==> config.mk <==
export PLATFORM = sky130hd
export DESIGN_NAME = adns_motion_accum
export DESIGN_NICKNAME = d
export VERILOG_FILES = /design/src/rtl/adns_motion_accum.sv
export SDC_FILE = /design/constraint.sdc
export NUM_CORES = 1
export LEC_CHECK = 0
export ABC_CLOCK_PERIOD_IN_PS = 8500
export CAP_MARGIN = 20
export CORE_MARGIN = 2
export CORE_UTILIZATION = 40
export DETAILED_ROUTE_END_ITERATION = 8
export MAX_ROUTING_LAYER = met4
export PLACE_DENSITY_LB_ADDON = 0.12
export SETUP_SLACK_MARGIN = 0.3
export SLEW_MARGIN = 20
export SYNTH_ARGS = -nofsm -noshare
export SYNTH_HDL_FRONTEND = slang
export SYNTH_SLANG_ARGS = --single-unit
==> constraint.sdc <==
create_clock -name CLK -period 8.5 [get_ports CLK]
set_input_delay 1.7 -clock CLK [delete_from_list [all_inputs] [get_ports CLK]]
set_output_delay 1.7 -clock CLK [all_outputs]
set_load 0.05 [all_outputs]
==> src/rtl/adns_motion_accum.sv <==
// ADNS-3080 motion-burst accumulator.
// Captures the seven-byte motion burst: Motion, Delta_X, Delta_Y, SQUAL,
// Shutter_Upper, Shutter_Lower and Maximum_Pixel.
// Qualified frames are folded into saturating signed X/Y accumulators.
// The block publishes a valid flag, a surface-quality byte, a frame counter
// and a discard pulse.
module adns_motion_accum #(
    parameter int          ACC_W     = 16,
    parameter logic [7:0]  SQUAL_MIN = 8'd16
) (
    input  logic             CLK,
    input  logic             RST,
    input  logic             Burst_Start,
    input  logic [7:0]       Rx_Dat,
    input  logic             Rx_Dat_Rdy,
    input  logic             Clr_Acc,
    input  logic             Out_Rd_Req,
    output logic [ACC_W-1:0] Dx_Acc,
    output logic [ACC_W-1:0] Dy_Acc,
    output logic [7:0]       Squal,
    output logic [7:0]       Sample_Cnt,
    output logic             Frame_Vld,
    output logic             Frame_Err
);

    typedef enum logic [3:0] {
        IDLE   = 4'd0,
        B_MOT  = 4'd1,
        B_DX   = 4'd2,
        B_DY   = 4'd3,
        B_SQ   = 4'd4,
        B_SHU  = 4'd5,
        B_SHL  = 4'd6,
        B_MAX  = 4'd7,
        COMMIT = 4'd8
    } state_t;

    localparam logic [ACC_W-1:0] ACC_MAX = {1'b0, {(ACC_W-1){1'b1}}};
    localparam logic [ACC_W-1:0] ACC_MIN = {1'b1, {(ACC_W-1){1'b0}}};

    state_t     state_r;

    // One register per burst byte, in arrival order
    logic [7:0] mot_r;
    logic [7:0] dx_r;
    logic [7:0] dy_r;
    logic [7:0] sq_r;
    logic [7:0] shu_r;
    logic [7:0] shl_r;
    logic [7:0] max_r;

    logic             commit_s;
    logic             ovf_s;
    logic             mot_s;
    logic             qual_ok_s;
    logic             abort_s;
    logic [ACC_W-1:0] dx_sum_s;
    logic [ACC_W-1:0] dy_sum_s;
    logic [7:0]       cnt_inc_s;

    // Shutter, max-pixel and the spare Motion bits are captured for
    // completeness but do not steer accumulation.
    logic             unused_bytes_s;

    // Add a sign-extended 8-bit delta to the accumulator, clamping at the
    // two's-complement limits instead of wrapping.
    function automatic logic [ACC_W-1:0] sat_add(
        input logic [ACC_W-1:0] acc,
        input logic [7:0]       delta
    );
        logic [ACC_W:0] sum;
        sum = {acc[ACC_W-1], acc} + {{(ACC_W-7){delta[7]}}, delta};
        if (sum[ACC_W] != sum[ACC_W-1]) begin
            if (sum[ACC_W]) begin
                sat_add = ACC_MIN;
            end else begin
                sat_add = ACC_MAX;
            end
        end else begin
            sat_add = sum[ACC_W-1:0];
        end
    endfunction

    // Frame qualification and the saturated candidate values for this commit
    always_comb begin
        commit_s  = (state_r == COMMIT);
        ovf_s     = mot_r[4];
        mot_s     = mot_r[7];
        qual_ok_s = (sq_r >= SQUAL_MIN);
        abort_s   = state_r inside {B_DX, B_DY, B_SQ, B_SHU, B_SHL, B_MAX};
        dx_sum_s  = sat_add(Dx_Acc, dx_r);
        dy_sum_s  = sat_add(Dy_Acc, dy_r);
        if (Sample_Cnt == 8'hFF) begin
            cnt_inc_s = 8'hFF;
        end else begin
            cnt_inc_s = Sample_Cnt + 8'd1;
        end
    end

    assign unused_bytes_s = ^{shu_r, shl_r, max_r, mot_r[6:5], mot_r[3:0]};

    // Burst sequencer: captures one byte per strobe. Burst_Start always
    // restarts the sequence; a restart mid-frame reports the lost frame.
    always_ff @(posedge CLK or posedge RST) begin
        if (RST) begin
            state_r <= IDLE;
            mot_r   <= 8'd0;
            dx_r    <= 8'd0;
            dy_r    <= 8'd0;
            sq_r    <= 8'd0;
            shu_r   <= 8'd0;
            shl_r   <= 8'd0;
            max_r   <= 8'd0;
        end else if (Burst_Start) begin
            state_r <= B_MOT;
        end else begin
            case (state_r)
                IDLE: begin
                    state_r <= IDLE;
                end
                B_MOT: begin
                    if (Rx_Dat_Rdy) begin
                        mot_r   <= Rx_Dat;
                        state_r <= B_DX;
                    end
                end
                B_DX: begin
                    if (Rx_Dat_Rdy) begin
                        dx_r    <= Rx_Dat;
                        state_r <= B_DY;
                    end
                end
                B_DY: begin
                    if (Rx_Dat_Rdy) begin
                        dy_r    <= Rx_Dat;
                        state_r <= B_SQ;
                    end
                end
                B_SQ: begin
                    if (Rx_Dat_Rdy) begin
                        sq_r    <= Rx_Dat;
                        state_r <= B_SHU;
                    end
                end
                B_SHU: begin
                    if (Rx_Dat_Rdy) begin
                        shu_r   <= Rx_Dat;
                        state_r <= B_SHL;
                    end
                end
                B_SHL: begin
                    if (Rx_Dat_Rdy) begin
                        shl_r   <= Rx_Dat;
                        state_r <= B_MAX;
                    end
                end
                B_MAX: begin
                    if (Rx_Dat_Rdy) begin
                        max_r   <= Rx_Dat;
                        state_r <= COMMIT;
                    end
                end
                COMMIT: begin
                    state_r <= IDLE;
                end
                default: begin
                    state_r <= IDLE;
                end
            endcase
        end
    end

    // Result registers. The consumer acknowledge is applied first so that a
    // same-cycle commit re-sets Frame_Vld. Clr_Acc is applied last so that it
    // overrides the accumulation of a coinciding commit.
    always_ff @(posedge CLK or posedge RST) begin
        if (RST) begin
            Dx_Acc     <= '0;
            Dy_Acc     <= '0;
            Squal      <= 8'd0;
            Sample_Cnt <= 8'd0;
            Frame_Vld  <= 1'b0;
            Frame_Err  <= 1'b0;
        end else begin
            Frame_Err <= Burst_Start & abort_s;

            if (Out_Rd_Req) begin
                Frame_Vld <= 1'b0;
            end

            if (commit_s) begin
                if (ovf_s) begin
                    Frame_Err <= 1'b1;
                end else begin
                    Squal     <= sq_r;
                    Frame_Vld <= 1'b1;
                    if (qual_ok_s && mot_s) begin
                        Dx_Acc     <= dx_sum_s;
                        Dy_Acc     <= dy_sum_s;
                        Sample_Cnt <= cnt_inc_s;
                    end
                end
            end

            if (Clr_Acc) begin
                Dx_Acc     <= '0;
                Dy_Acc     <= '0;
                Sample_Cnt <= 8'd0;
            end
        end
    end

endmodule

==> metrics.yaml <==
skew_ps: 9.03
worst_ep_required_time_ps: 6800
ios: 64
clk_pin_slew_ps: 70
place_area_um2: 5730
grt_max_degree: 81
fmax_ghz: 0.297
numCtsBuffers: 9
vias: 3978
p_sw_share_pct: 32.1
post_drt_wl_per_cell_um: 16.8
grt_pass1_wl_mm: 19.0
path_cells: "clkdlybuf4s50_1"
worst_slew_pin_slew_ps: 1130
synth_edf_count: 0
synthCells: 475
wl_mm: 11.9
min_period_ps: 3370
die_x_um: 115
worstPathArrival_ps: 1670
dieArea_um2: 13300
crit_family: "buffers and inverters"
cts_tree: "done"
port_buffers: 63
ctsResizeCount: 0
seq_area_frac_synth_pct: 40.3
max-slew-margin-rel_pct: 24.7
finalSetupViolations: 0
internal_power_uw: 789
finalHoldViolations: 0
die-height_um: 115
yosys.area.top_type: "dfrtp_1"
diodes: 0
fin_crit_sh_pct: 39.6
ant_nets: 0
reg2reg_from: "dx_r[7]"
grt_overflow: 0
avgSynthCellArea_um2: 10.5
crit_slowest_cell: "clkdlybuf4s50_1"
async_flop_share_pct: 100
drt-initial-drc-count: 289
crit_end: "Sample_Cnt[5]"
p_leak_uw: 0.00278
timing.final.ws_setup_ps: 5130
ys.flop_type: "dfrtp_1"
p_comb_share_pct: 25.3
cts-hold-fix-buffers: 0
crit_type: "reg2out"
r2r_end: "Dx_Acc[9]"
synthDominantCellAreaShare_pct: 40.3
timing.critical_path.depth: 1
drive_gt1_share_pct: 14.1
dpl.hpwl_mm: 8.53
path_max_fanout: 9
cp-start-kind: "flip-flop"
synth.distinct_cells: 69
power_frac_seq_pct: 39.6
max-clock-path-buffers: 2
switchingPower_uw: 372
antenna_found_initial: 0
whs_ps: 488
place_congestion: 0.825
hp-class: "reg2reg"
insertion_delay_ps: 340
fillers: 1121
drtPass1Iterations: 4
yosysWarnings: 0
final_area_um2: 6060
rsz0062_at_grt: "false"
drc: 0
synth_area_leaders: "dfrtp_1 (40%), ha_1 (8.3%), mux2_2 (8.2%)"
viasPerCell: 5.63
cts_htree_levels: 3
startpoint: "Sample_Cnt[5]"
cts-root-buf: "clkbuf_16"
drv_slew: 0
nNetsFinal: 583
tns_ps: 0
grt_pass1_vias: 3696
synth_seq_cells: 80
area_growth_pct: 21.8
rrSetupSlack_ps: 5270
crit_buf_inv: 1
syn-num-nets: 524
post_cts_buffers: 0
synth.most_common_cell: "dfrtp_1"
post_synth_instance_area_um2: 4970
p_per_area_nw_per_um2: 192
initial_core_util_pct: 41.2
clock-sinks: 80
worstSetupEndpointType: "output pin"
reg2reg_depth: 8
clock_power_share_pct: 35.1
min_path_cells: 1
vdd_drop_max_uv: 101
drv_cap: 0
synth_commonest_cells: "dfrtp_1 (80), mux2_2 (36), nor2_1 (36), ha_1 (33), a21oi_1 (27)"
status: "finished clean"
coreArea_um2: 12100
rows: 40
max_stage_delay_ps: 850
grt_util_all_layers_pct: 18.8
post-place-ws_ps: 4670
per-layer routing:
metal | GRT usage, % | vias to the layer above | routed length, um
met5 | - | - | 0
met4 | 5.14 | 0 | 133
met3 | 4.13 | 10 | 463
met2 | 27.6 | 87 | 5390
met1 | 26.2 | 1956 | 5880
li1 | - | 1925 | -
cells in the final DEF, fill, tap and decap left out, drive strengths merged, types with 4 or more instances in the layout:
| cell type | n |
|---|---|
| nand2 | 26 |
| xor2 | 12 |
| clkbuf | 10 |
| xnor2 | 11 |
| nor2 | 37 |
| mux2 | 36 |
| nor3 | 7 |
| a221o | 16 |
| nor2b | 5 |
| o211ai | 6 |
| a21o | 14 |
| a211oi | 16 |
| o21bai | 4 |
| inv | 13 |
| ha | 33 |
| and3 | 8 |
| a21oi | 28 |
| o21ai | 27 |
| dfrtp | 80 |
| clkdlybuf4s50 | 63 |
| nand3 | 16 |
| o22ai | 4 |
| a31oi | 8 |
cell type report:
type                            instances  area (um2)  area share, %
Tap cell                              168         210           3.47
Clock buffer                           10         239           3.94
Clock inverter                          6        75.1           1.24
Timing Repair Buffer                   66         664           11.0
Inverter                               11        42.5          0.702
Multi-Input combinational cell        366        2830           46.6
Sequential cell                        80        2000           33.0
worst register-to-register path, stage by stage, from the launching register on:
cell and delay, ps:
dfrtp_1 570, ha_1 480, a21oi_1 90, o21ai_0 330, a41o_1 250, a21oi_1 60, a21oi_1 900, and3_4 370
a221o_1 120
cell families after synthesis:
| kind of cell | count (synthesis) | share of synthesized area, % |
|---|---|---|
| compound gates | 149 | 22.6 |
| xor+xnor | 23 | 4.43 |
| fa+ha+maj | 35 | 9.11 |
| buf+inv | 29 | 2.92 |
| flops | 80 | 40.3 |
| mux | 37 | 8.35 |
| simple gates | 122 | 12.3 |
per-stage QoR:
stage                     util, %  cells  power (uW)
after floorplan                 -    475         684
after global placement       47.5    690         752
after detailed placement     47.5    690         759
after CTS                    50.1    706        1170
after global routing         50.2    707        1220
final                        50.2    707        1160
flip-flops by register name (all words and copies together), names as in the netlist:
name        flops
Sample_Cnt      8
dy_r            8
Squal           8
Dx_Acc         16
Dy_Acc         16
Frame_Vld       1
Frame_Err       1
dx_r            8
sq_r            8
mot_r           2
state_r         4
worst min path at each step:
stage / startpoint / endpoint
3_5_place_dp: Frame_Vld / Frame_Vld
3_3_place_gp: Frame_Vld / Frame_Vld
5_1_grt: Frame_Vld / Frame_Vld
6_report: Frame_Vld / Frame_Vld
2_1_floorplan: sq_r[0] / Squal[0]
4_1_cts: Frame_Vld / Frame_Vld
power by group through the flow:
stage                     combinational [uW]  sequential (uW)  clock [uW]
after CTS                                293              460         419
after floorplan                          234              450           0
final                                    294              459         408
after global routing                     327              464         433
after global placement                   285              467           0
after detailed placement                 291              467           0
(Power assumes the default switching activity.)
